--- config.mk ---
export PLATFORM = sky130hd
export DESIGN_NAME = fft_engine_seq_flat
export DESIGN_NICKNAME = d
export VERILOG_FILES = /design/src/rtl/fft_engine_seq_if.sv /design/src/rtl/fft_engine_seq.sv /design/src/flat_wrapper.sv
export SDC_FILE = /design/constraint.sdc
export NUM_CORES = 1
export LEC_CHECK = 0
export ABC_AREA = 1
export BUFFER_PORTS_ARGS = -buffer_cell sky130_fd_sc_hd__buf_2
export CAP_MARGIN = 15
export CORE_UTILIZATION = 55
export CTS_CLUSTER_SIZE = 8
export DETAILED_ROUTE_END_ITERATION = 7
export PLACE_DENSITY_LB_ADDON = 0.15
export SLEW_MARGIN = 20
export SYNTH_ARGS = -nofsm -noshare
export SYNTH_HDL_FRONTEND = slang
export SYNTH_SLANG_ARGS = --single-unit
--- constraint.sdc ---
create_clock -name clk_i -period 4.47 [get_ports clk_i]
set_input_delay 0.2235 -clock clk_i [delete_from_list [all_inputs] [get_ports clk_i]]
set_output_delay 0.2235 -clock clk_i [all_outputs]
set_load 0.1 [all_outputs]
--- src/rtl/fft_engine_seq_if.sv ---
// Butterfly command bus between the FFT sequencer (master) and the butterfly datapath (slave).
interface fft_engine_seq_if #(
  parameter int FFT_MAX_LENGTH_LOG2 = 12
);
  localparam int AW = FFT_MAX_LENGTH_LOG2;
  localparam int SW = $clog2(FFT_MAX_LENGTH_LOG2) + 1;

  logic          bf_valid_o;
  logic          bf_ready_i;
  logic [SW-1:0] bf_stage_o;
  logic [AW-1:0] bf_addr_a_o;
  logic [AW-1:0] bf_addr_b_o;
  logic [AW-2:0] bf_tw_addr_o;
  logic          bf_last_o;
  logic          dp_overflow_i;

  modport master (
    output bf_valid_o, bf_stage_o, bf_addr_a_o, bf_addr_b_o, bf_tw_addr_o, bf_last_o,
    input  bf_ready_i, dp_overflow_i
  );

  modport slave (
    input  bf_valid_o, bf_stage_o, bf_addr_a_o, bf_addr_b_o, bf_tw_addr_o, bf_last_o,
    output bf_ready_i, dp_overflow_i
  );
endinterface

--- src/rtl/fft_engine_seq.sv ---
// Radix-2 DIT butterfly sequencer: walks every stage of an in-place FFT, one command per
// valid/ready beat, with a pipeline-drain gap between stages and done/error/overflow reporting.
module fft_engine_seq #(
  parameter int FFT_MAX_LENGTH_LOG2 = 12,
  parameter int PIPE_DEPTH          = 4
) (
  input  logic                  clk_i,
  input  logic                  reset_n_i,
  input  logic                  fft_start_i,
  input  logic                  fft_reset_i,
  input  logic [11:0]           fft_length_log2_i,
  output logic                  fft_busy_o,
  output logic                  fft_done_o,
  output logic                  fft_error_o,
  output logic                  overflow_detect_o,
  fft_engine_seq_if.master      bf
);

  localparam int AW = FFT_MAX_LENGTH_LOG2;
  localparam int SW = $clog2(FFT_MAX_LENGTH_LOG2) + 1;
  localparam int KW = AW - 1;
  localparam logic [11:0] MAX_L    = 12'(FFT_MAX_LENGTH_LOG2);
  localparam logic [3:0]  GAP_LAST = 4'(PIPE_DEPTH - 1);

  typedef enum logic [2:0] {
    IDLE,
    CHECK,
    RUN,
    GAP,
    DONE,
    ERROR
  } state_t;

  state_t        state_q, state_d;
  logic [11:0]   len_q, len_d;
  logic [SW-1:0] s_q, s_d;
  logic [KW-1:0] k_q, k_d;
  logic [3:0]    gap_q, gap_d;
  logic          ovf_q, ovf_d;

  logic          run;
  logic [AW-1:0] half, pos, grp, addr_a;
  logic [11:0]   tw_shift;
  logic [KW-1:0] k_last;
  logic          last_k, last_s;

  // Address generation depends only on registered s/k/L, so commands hold during stalls.
  always_comb begin
    half     = AW'(1) << s_q;
    pos      = {1'b0, k_q} & (half - AW'(1));
    grp      = {1'b0, k_q} >> s_q;
    addr_a   = (grp << (s_q + SW'(1))) | pos;
    tw_shift = len_q - 12'(s_q) - 12'd1;
    k_last   = KW'((AW'(1) << (len_q - 12'd1)) - AW'(1));
    last_k   = (k_q == k_last);
    last_s   = (12'(s_q) == len_q - 12'd1);
  end

  assign run               = (state_q == RUN);
  assign fft_busy_o        = (state_q != IDLE);
  assign fft_done_o        = (state_q == DONE);
  assign fft_error_o       = (state_q == ERROR);
  assign overflow_detect_o = ovf_q;

  assign bf.bf_valid_o   = run;
  assign bf.bf_stage_o   = run ? s_q : '0;
  assign bf.bf_addr_a_o  = run ? addr_a : '0;
  assign bf.bf_addr_b_o  = run ? addr_a + half : '0;
  assign bf.bf_tw_addr_o = run ? KW'(pos << tw_shift) : '0;
  assign bf.bf_last_o    = run && last_s && last_k;

  always_comb begin
    state_d = state_q;
    len_d   = len_q;
    s_d     = s_q;
    k_d     = k_q;
    gap_d   = gap_q;
    ovf_d   = ovf_q;

    if ((state_q == RUN || state_q == GAP) && bf.dp_overflow_i) ovf_d = 1'b1;

    if (fft_reset_i) begin
      state_d = IDLE;
      s_d     = '0;
      k_d     = '0;
      gap_d   = '0;
    end else begin
      unique case (state_q)
        IDLE: begin
          if (fft_start_i) begin
            len_d   = fft_length_log2_i;
            s_d     = '0;
            k_d     = '0;
            gap_d   = '0;
            ovf_d   = 1'b0;
            state_d = CHECK;
          end
        end
        CHECK: state_d = (len_q == '0 || len_q > MAX_L) ? ERROR : RUN;
        RUN: begin
          if (bf.bf_ready_i) begin
            if (last_k) begin
              k_d     = '0;
              gap_d   = '0;
              state_d = GAP;
            end else begin
              k_d = k_q + KW'(1);
            end
          end
        end
        GAP: begin
          if (gap_q == GAP_LAST) begin
            gap_d = '0;
            if (last_s) begin
              state_d = DONE;
            end else begin
              s_d     = s_q + SW'(1);
              state_d = RUN;
            end
          end else begin
            gap_d = gap_q + 4'd1;
          end
        end
        DONE:    state_d = IDLE;
        ERROR:   state_d = IDLE;
        default: state_d = IDLE;
      endcase
    end
  end

  always_ff @(posedge clk_i or negedge reset_n_i) begin
    if (!reset_n_i) begin
      state_q <= IDLE;
      len_q   <= '0;
      s_q     <= '0;
      k_q     <= '0;
      gap_q   <= '0;
      ovf_q   <= 1'b0;
    end else begin
      state_q <= state_d;
      len_q   <= len_d;
      s_q     <= s_d;
      k_q     <= k_d;
      gap_q   <= gap_d;
      ovf_q   <= ovf_d;
    end
  end

endmodule

--- src/flat_wrapper.sv ---
// flat-port wrapper written by rule: the top's interface ports become plain ports
module fft_engine_seq_flat 
#(
  parameter int FFT_MAX_LENGTH_LOG2 = 12,
  parameter int PIPE_DEPTH          = 4
)
  (clk_i, reset_n_i, fft_start_i, fft_reset_i, fft_length_log2_i, fft_busy_o, fft_done_o, fft_error_o, overflow_detect_o, bf_bf_valid_o, bf_bf_stage_o, bf_bf_addr_a_o, bf_bf_addr_b_o, bf_bf_tw_addr_o, bf_bf_last_o, bf_bf_ready_i, bf_dp_overflow_i);
  fft_engine_seq_if #(.FFT_MAX_LENGTH_LOG2(FFT_MAX_LENGTH_LOG2)) bf_i ();
  input  logic clk_i;
  input  logic reset_n_i;
  input  logic fft_start_i;
  input  logic fft_reset_i;
  input  logic [11:0] fft_length_log2_i;
  output logic fft_busy_o;
  output logic fft_done_o;
  output logic fft_error_o;
  output logic overflow_detect_o;
  output wire logic [$bits(bf_i.bf_valid_o)-1:0] bf_bf_valid_o;
  output wire logic [$bits(bf_i.bf_stage_o)-1:0] bf_bf_stage_o;
  output wire logic [$bits(bf_i.bf_addr_a_o)-1:0] bf_bf_addr_a_o;
  output wire logic [$bits(bf_i.bf_addr_b_o)-1:0] bf_bf_addr_b_o;
  output wire logic [$bits(bf_i.bf_tw_addr_o)-1:0] bf_bf_tw_addr_o;
  output wire logic [$bits(bf_i.bf_last_o)-1:0] bf_bf_last_o;
  input wire logic [$bits(bf_i.bf_ready_i)-1:0] bf_bf_ready_i;
  input wire logic [$bits(bf_i.dp_overflow_i)-1:0] bf_dp_overflow_i;
  assign bf_bf_valid_o = bf_i.bf_valid_o;
  assign bf_bf_stage_o = bf_i.bf_stage_o;
  assign bf_bf_addr_a_o = bf_i.bf_addr_a_o;
  assign bf_bf_addr_b_o = bf_i.bf_addr_b_o;
  assign bf_bf_tw_addr_o = bf_i.bf_tw_addr_o;
  assign bf_bf_last_o = bf_i.bf_last_o;
  assign bf_i.bf_ready_i = bf_bf_ready_i;
  assign bf_i.dp_overflow_i = bf_dp_overflow_i;
  fft_engine_seq #(.FFT_MAX_LENGTH_LOG2(FFT_MAX_LENGTH_LOG2), .PIPE_DEPTH(PIPE_DEPTH)) u_core (.clk_i(clk_i), .reset_n_i(reset_n_i), .fft_start_i(fft_start_i), .fft_reset_i(fft_reset_i), .fft_length_log2_i(fft_length_log2_i), .fft_busy_o(fft_busy_o), .fft_done_o(fft_done_o), .fft_error_o(fft_error_o), .overflow_detect_o(overflow_detect_o), .bf(bf_i));
endmodule
==> impl_metrics.py, run 1 <==
metrics = {
    "critical_path": {
        "worstSetupEndpoint": "bf_bf_addr_b_o[11]",
        "r2r_setup_slack_ns": 0.71,
        "ff2ff_path_depth": 24,
        "r2r_start": "u_core.len_q[0]$_DFFE_PN0P_",
        "r2r-end": "u_core.gap_q[1]$_DFFE_PN0P_",
        "start_kind": "flip-flop",
        "crit_path_start": "u_core.s_q[0]$_DFFE_PN0P_",
        "cp-end-kind": "output pin",
        "crit_fanout": 10,
        "cp.required_ns": 4.25,
        "path_class": "reg2out",
        "critPathArrivalTime_ns": 4.14,
    },
    "cts": {
        "hold_buffers": 0,
        "cts_tree": "done",
        "clockBufferDepth": 2,
        "clk_latency_ns": 0.30,
        "clk_pin_slew_worst_paths_ns": 0.08,
        "cts_inserted_buffers": 5,
        "htree_num_levels": 2,
        "cts_sinks": 36,
        "clock-root-buffer": "clkbuf_8",
    },
    "floorplan": {
        "dieArea_um2": 9880,
        "io_pins": 64,
        "rows": 35,
        "die_y_um": 99.4,
        "chipWidth_um": 99.4,
        "fp.coreArea_um2": 9200,
        "start_util_pct": 56.7,
    },
    "global_routing": {
        "track_usage_pct": 33.4,
        "grt_overflow": 0,
        "grt_pass1_wl_mm": 26.8,
        "antenna_found_initial": 0,
        "grt_pass1_vias": 5653,
        "grt_max_degree": 37,
    },
    "cells_and_area": {
        "regArea_um2": 907,
        "post_route_cells_drive_above_1_share_pct": 25.3,
        "stdcell_count": 1104,
        "nets": 1039,
        "mostFrequentLayoutCell": "nand2_1",
        "areaGrowthSynthToFinish_pct": 28.0,
        "post-route-cell-area_um2": 6680,
        "final_cell_mix": "239 x nand2_1, 101 x inv_1, 99 x nor2_1, 65 x nand3_1, 49 x o21ai_0",
        "nFillCells": 793,
        "multi_input_area_um2": 4110,
        "num_antenna_cells": 0,
        "fin_util_pct": 72.6,
    },
    "power": {
        "power_uw": 1560,
        "pwr_density_cell_nw_per_um2": 233,
        "ir_drop_v": 0.000243,
        "p_leak_uw": 0.00323,
    },
    "synth": {
        "synth_xor_area_share_pct": 3.31,
        "synthesis.instances": 902,
        "seq_area_frac_synth_pct": 17.3,
        "ys_types": 52,
        "syn_nets": 949,
        "yosys.area_share.simple_pct": 42.1,
        "synthArstFlopShare_pct": 100,
        "syn-cell-area_um2": 5220,
        "syn_avg_cell_area_um2": 5.79,
        "synth_mux_area_share_pct": 0.791,
        "synth_edf_count": 0,
        "synth_compound_gate_area_share_pct": 18.3,
        "yosys_warnings": 0,
        "synth_top_family_by_area": "simple AND/OR/NAND/NOR gates",
        "ys.flop_type": "dfrtp_1",
        "synthAdderAreaFrac_pct": 7.24,
        "synth_seq_cells": 36,
    },
    "status": {
        "outcome": "finished, final reports clean",
    },
    "placement": {
        "gp_congestion": 0.970,
        "placed_cells": 1078,
        "portBuffers": 63,
        "place_hpwl_mm": 12.4,
        "placed_cell_area_um2": 6130,
    },
    "timing": {
        "finalCriticalPeriod_ns": 4.37,
        "final-hold-violation-count": 0,
        "maxSlewViolCount": 0,
        "max-slew-margin-rel_pct": 42.5,
        "rsz0062_at_grt": "yes",
        "timing.final.crit_share_pct": 97.7,
        "setup_viol": 0,
        "fmax_mhz": 229,
        "finClkSkew_ns": 0.00830,
        "worst_pin_slew_ns": 0.862,
    },
    "routing": {
        "viasPerCell": 5.79,
        "drtPass1Iterations": 6,
        "drc": 0,
        "avgRoutedWirePerCell_um": 15.0,
        "routed_wl_mm": 16.6,
        "drt_iter0_drc": 439,
        "drtAntennaViolNets": 0,
        "vias": 6388,
    },
    "worst_hold_path": {
        "worstHoldPathType": "in2async",
    },
    "job": {
        "maxCapViolCount": 0,
    },
}
worst min-delay path by stage:
stage                     cells past startpoint                           to  slack [ns]
final                                         1    u_core.k_q[8]$_DFFE_PN0P_        0.03
after floorplan                               0  u_core.gap_q[0]$_DFFE_PN0P_       -0.07
after global routing                          1    u_core.k_q[8]$_DFFE_PN0P_         0.1
after detailed placement                      1    u_core.k_q[9]$_DFFE_PN0P_        0.38
after global placement                        1    u_core.k_q[7]$_DFFE_PN0P_        0.38
after CTS                                     1    u_core.k_q[8]$_DFFE_PN0P_        0.06
report_power, final:
| part | leakage, µW | switching, µW | internal, µW |
|---|---|---|---|
| Clock | 0.0000510 | 125 | 123 |
| Sequential | 0.000473 | 59.0 | 363 |
| Combinational | 0.00271 | 628 | 257 |
per-layer routing:
layer / share of wire [%] / GRT usage, % / vias up
met5: 0 / 0 / -
met4: 3.1 / 9.50 / 0
met3: 5.6 / 1.83 / 50
met2: 48 / 58.7 / 264
met1: 44 / 44.4 / 2931
li1: - / - / 3143
through the flow:
step / TNS (ns) / setup slack, ns / hold WS (ns)
2_1_floorplan: -1.02 / -0.477 / -0.0721
3_3_place_gp: 0 / 0.224 / 0.379
3_5_place_dp: 0 / 0.124 / 0.377
4_1_cts: 0 / 0.00191 / 0.0581
5_1_grt: -0.195 / -0.107 / 0.0959
6_report: 0 / 0.102 / 0.0322
registers in the layout, indices dropped and copies added (netlist names):
name                      count
u_core.gap_q                  4
u_core.k_q                   11
u_core.s_q                    5
u_core.overflow_detect_o      1
u_core.state_q                3
u_core.len_q                 12
synthesized netlist by cell type (15+ instances only):
| cell type | count | area [µm²] |
|---|---|---|
| a21oi_1 | 39 | 195 |
| clkbuf_1 | 24 | 90.1 |
| dfrtp_1 | 36 | 901 |
| ha_1 | 27 | 338 |
| inv_1 | 113 | 424 |
| nand2_1 | 244 | 916 |
| nand3_1 | 67 | 335 |
| nand4_1 | 19 | 119 |
| nor2_1 | 113 | 424 |
| nor3_1 | 24 | 120 |
| o21ai_0 | 72 | 360 |
| xor2_1 | 15 | 131 |
kinds of logic after synthesis:
group	after synthesis
mux	4
flops	36
fa+ha+maj	29
simple gates	502
buf+inv	150
xor+xnor	18
compound gates	163
worst max-delay path, stage by stage, from the launching register on:
cell       delay, ns
dfrtp_2         0.48
clkbuf_16       0.19
ha_2            0.21
ha_1            0.30
inv_1           0.13
buf_4           0.20
o21ai_0         0.10
nand3_1         0.18
nand2_1         0.08
ha_1            0.35
a21oi_1         0.20
nor2_1          0.08
a211oi_2        0.25
a21boi_2        0.10
o21ai_1         0.13
nand2_1         0.13
a21oi_2         0.15
o21bai_1        0.09
nand3_1         0.09
nand2_1         0.08
nor2_4          0.14
buf_12          0.18
area by class of cell:
type | count | share of cell area [%]
Sequential cell | 36 | 13.6
Timing Repair Buffer | 110 | 14.5
Tap cell | 111 | 2.08
Multi-Input combinational cell | 716 | 61.5
Inverter | 123 | 7.01
Clock buffer | 6 | 1.24
Clock inverter | 2 | 0.150
repair_timing:
| action | CTS | global route |
|---|---|---|
| gates resized for setup | 18 | 90 |
| gates cloned | 0 | 2 |
| pin swaps | 1 | 20 |
| hold endpoints to repair | 0 | 0 |
| endpoints found under the setup margin | 2 | 6 |
| buffers inserted | 3 | 13 |
(Power assumes the default switching activity.)
==> inputs of run 2 (changes only) <==
- RECOVER_POWER: default -> 100
==> run 2 against run 1 <==
Effect of this change:
- the flow now finishes with violations (max-capacitance violations, max-slew violations)
- via count stayed put
- non-clock buffer count stayed put
- count of clock-buffer cells in the layout stayed put
- sequential share of layout area hardly changed
- die area stayed put
- sequential power hardly changed
- total power is 0.14% lower
- core utilization is 0.16 points lower
- critical endpoint unchanged
- largest cell class unchanged
==> impl_metrics.py, run 2 (synthesis results as in run 1) <==
metrics = {
    "critical_path": {
        "cp.depth": 21,
        "ff2ff_path_depth": 24,
        "cp_common_cell": "nand2_1",
        "cp.required_ns": 4.25,
        "critical_path.slowest_cell": "dfrtp_2",
        "critical-path-top-delay-family": "compound AO/OA/AOI/OAI gates",
        "cp-end-kind": "output pin",
        "start_kind": "flip-flop",
        "path_class": "reg2out",
        "critPathArrivalTime_ns": 4.15,
        "slowest_delay_ns": 0.48,
        "crit_fanout": 10,
        "cp.buffers_inverters": 4,
        "crit_chain": "clkbuf_16 > ha_2 > ha_1 > inv_1 > buf_4 > o21ai_0 > nand3_1 > nand2_1 > ha_1 > a21oi_1 > nor2_1 > a211oi_2 > a21boi_2 > o21ai_1 > nand2_1 > a21oi_2 > o21bai_1 > nand3_1 > nand2_1 > nor2_4 > buf_12",
    },
    "status": {
        "violations": "max-capacitance violations, max-slew violations",
        "outcome": "finished, violations left",
    },
    "timing": {
        "finalCriticalPeriod_ns": 4.37,
        "setup_viol": 0,
        "layout_setup_ws_ns": 0.101,
        "maxSlewViolCount": 37,
        "fmax_mhz": 229,
        "finClkSkew_ns": 0.00885,
        "final-hold-violation-count": 0,
        "timing.final.crit_share_pct": 97.7,
        "max-slew-margin-rel_pct": -38.8,
        "rsz0062_at_grt": "yes",
        "worst_pin_slew_ns": 2.08,
    },
    "power": {
        "ir_drop_v": 0.000243,
        "power_uw": 1550,
        "p_leak_uw": 0.00321,
        "pwr_density_cell_nw_per_um2": 233,
    },
    "cells_and_area": {
        "areaGrowthSynthToFinish_pct": 27.7,
        "post_route_cells_drive_above_1_share_pct": 24.6,
        "top_regs": "u_core.len_q: 12 flops, u_core.k_q: 11 flops, u_core.s_q: 5 flops",
        "nFillCells": 796,
        "nets": 1039,
        "regMostFlops": "u_core.len_q",
        "mostFrequentLayoutCell": "nand2_1",
        "largest_reg_flops": 12,
        "num_antenna_cells": 0,
        "final_cell_mix": "239 x nand2_1, 101 x inv_1, 99 x nor2_1, 65 x nand3_1, 49 x o21ai_0",
        "fin_util_pct": 72.5,
    },
    "cts": {
        "cts_tree": "done",
        "hold_buffers": 0,
        "cts_sinks": 36,
        "clockBufferDepth": 2,
        "clk_latency_ns": 0.30,
        "cts_inserted_buffers": 5,
        "clock-root-buffer": "clkbuf_8",
        "htree_num_levels": 2,
        "clk_pin_slew_worst_paths_ns": 0.08,
    },
    "routing": {
        "avgRoutedWirePerCell_um": 15.0,
        "drtAntennaViolNets": 0,
        "drtPass1Iterations": 5,
        "vias": 6388,
        "viasPerCell": 5.79,
        "drt_iter0_drc": 427,
        "routed_wl_mm": 16.6,
        "drc": 0,
    },
    "floorplan": {
        "rows": 35,
        "chipWidth_um": 99.4,
        "dieArea_um2": 9880,
        "start_util_pct": 56.7,
        "fp.coreArea_um2": 9200,
        "die_y_um": 99.4,
        "io_pins": 64,
    },
    "global_routing": {
        "track_usage_pct": 33.4,
        "grt_overflow": 0,
        "antenna_found_initial": 0,
        "grt_pass1_wl_mm": 26.8,
        "grt_max_degree": 37,
        "grt_pass1_vias": 5653,
    },
    "placement": {
        "place_hpwl_mm": 12.4,
        "portBuffers": 63,
        "post-place-ws_ns": 0.124,
        "gp_congestion": 0.970,
    },
    "job": {
        "maxCapViolCount": 1,
    },
    "worst_hold_path": {
        "worstHoldPathType": "in2reg",
        "hold_depth": 3,
    },
}
[run 2: cell count changes in the layout (fill, tap and decap cells not counted)]
| cell | previous run | this run |
|---|---|---|
| nor3_2 | 8 | 7 |
| buf_4 | 43 | 42 |
| nor3_1 | 16 | 17 |
| clkbuf_1 | 0 | 6 |
| buf_2 | 45 | 40 |
[run 2: final timing paths]
kind                                               startpoint                            endpoint  slack, ns
setup reg to reg                  u_core.len_q[0]$_DFFE_PN0P_         u_core.gap_q[1]$_DFFE_PN0P_       0.70
hold reg to reg            u_core.overflow_detect_o$_DFF_PN0_  u_core.overflow_detect_o$_DFF_PN0_       0.52
max in group asynchronous                           reset_n_i           u_core.s_q[4]$_DFFE_PN0P_       2.62
min in group asynchronous                           reset_n_i           u_core.k_q[8]$_DFFE_PN0P_       0.51
hold / removal                           fft_length_log2_i[6]         u_core.len_q[6]$_DFFE_PN0P_       0.13
setup / recovery                    u_core.s_q[0]$_DFFE_PN0P_                  bf_bf_addr_b_o[11]       0.10
[run 2: metrics by stage]
| step | setup TNS, ns | instances | instance area, µm² | hold slack [ns] |
|---|---|---|---|---|
| 2_1_floorplan | -1.02 | 902 | 5320 | -0.0721 |
| 3_3_place_gp | 0 | 1078 | 6130 | 0.379 |
| 3_5_place_dp | 0 | 1078 | 6130 | 0.377 |
| 4_1_cts | 0 | 1089 | 6270 | 0.0581 |
| 5_1_grt | -0.195 | 1104 | 6660 | 0.133 |
| 6_report | 0 | 1104 | 6660 | 0.131 |
[run 2: layout make-up]
| class | instances | area (µm²) | share of cell area (%) |
|---|---|---|---|
| multi-input cells | 716 | 4100 | 61.5 |
| repair buffers | 110 | 957 | 14.4 |
| flip-flops and latches | 36 | 907 | 13.6 |
| inverters | 123 | 468 | 7.02 |
| well taps | 111 | 139 | 2.08 |
| clock buffers | 6 | 82.6 | 1.24 |
| clock inverters | 2 | 10.0 | 0.150 |
[run 2: worst min-delay path: stages]
cell	delay [ns]
buf_2	0.07
nand2_1	0.04
o21ai_0	0.06
[run 2: where the power goes]
group / leakage [µW] / switching (µW) / internal (µW)
clock: 0.0000510 / 126 / 123
sequential: 0.000473 / 59.0 / 363
combinational: 0.00268 / 627 / 255
total: 0.00321 / 812 / 741
[run 2: per-layer routing]
metal / routed length, µm / track usage, %
met5: 0 / 0
met4: 473 / 9.50
met3: 906 / 1.83
met2: 7930 / 58.7
met1: 7300 / 44.4
[run 2: timing repair]
item / CTS / global route
endpoints found under the hold margin: 0 / 0
pin swaps: 1 / 20
setup buffers: 3 / 13
endpoints found under the setup margin: 2 / 6
cloned: 0 / 2
gates resized for setup: 18 / 90
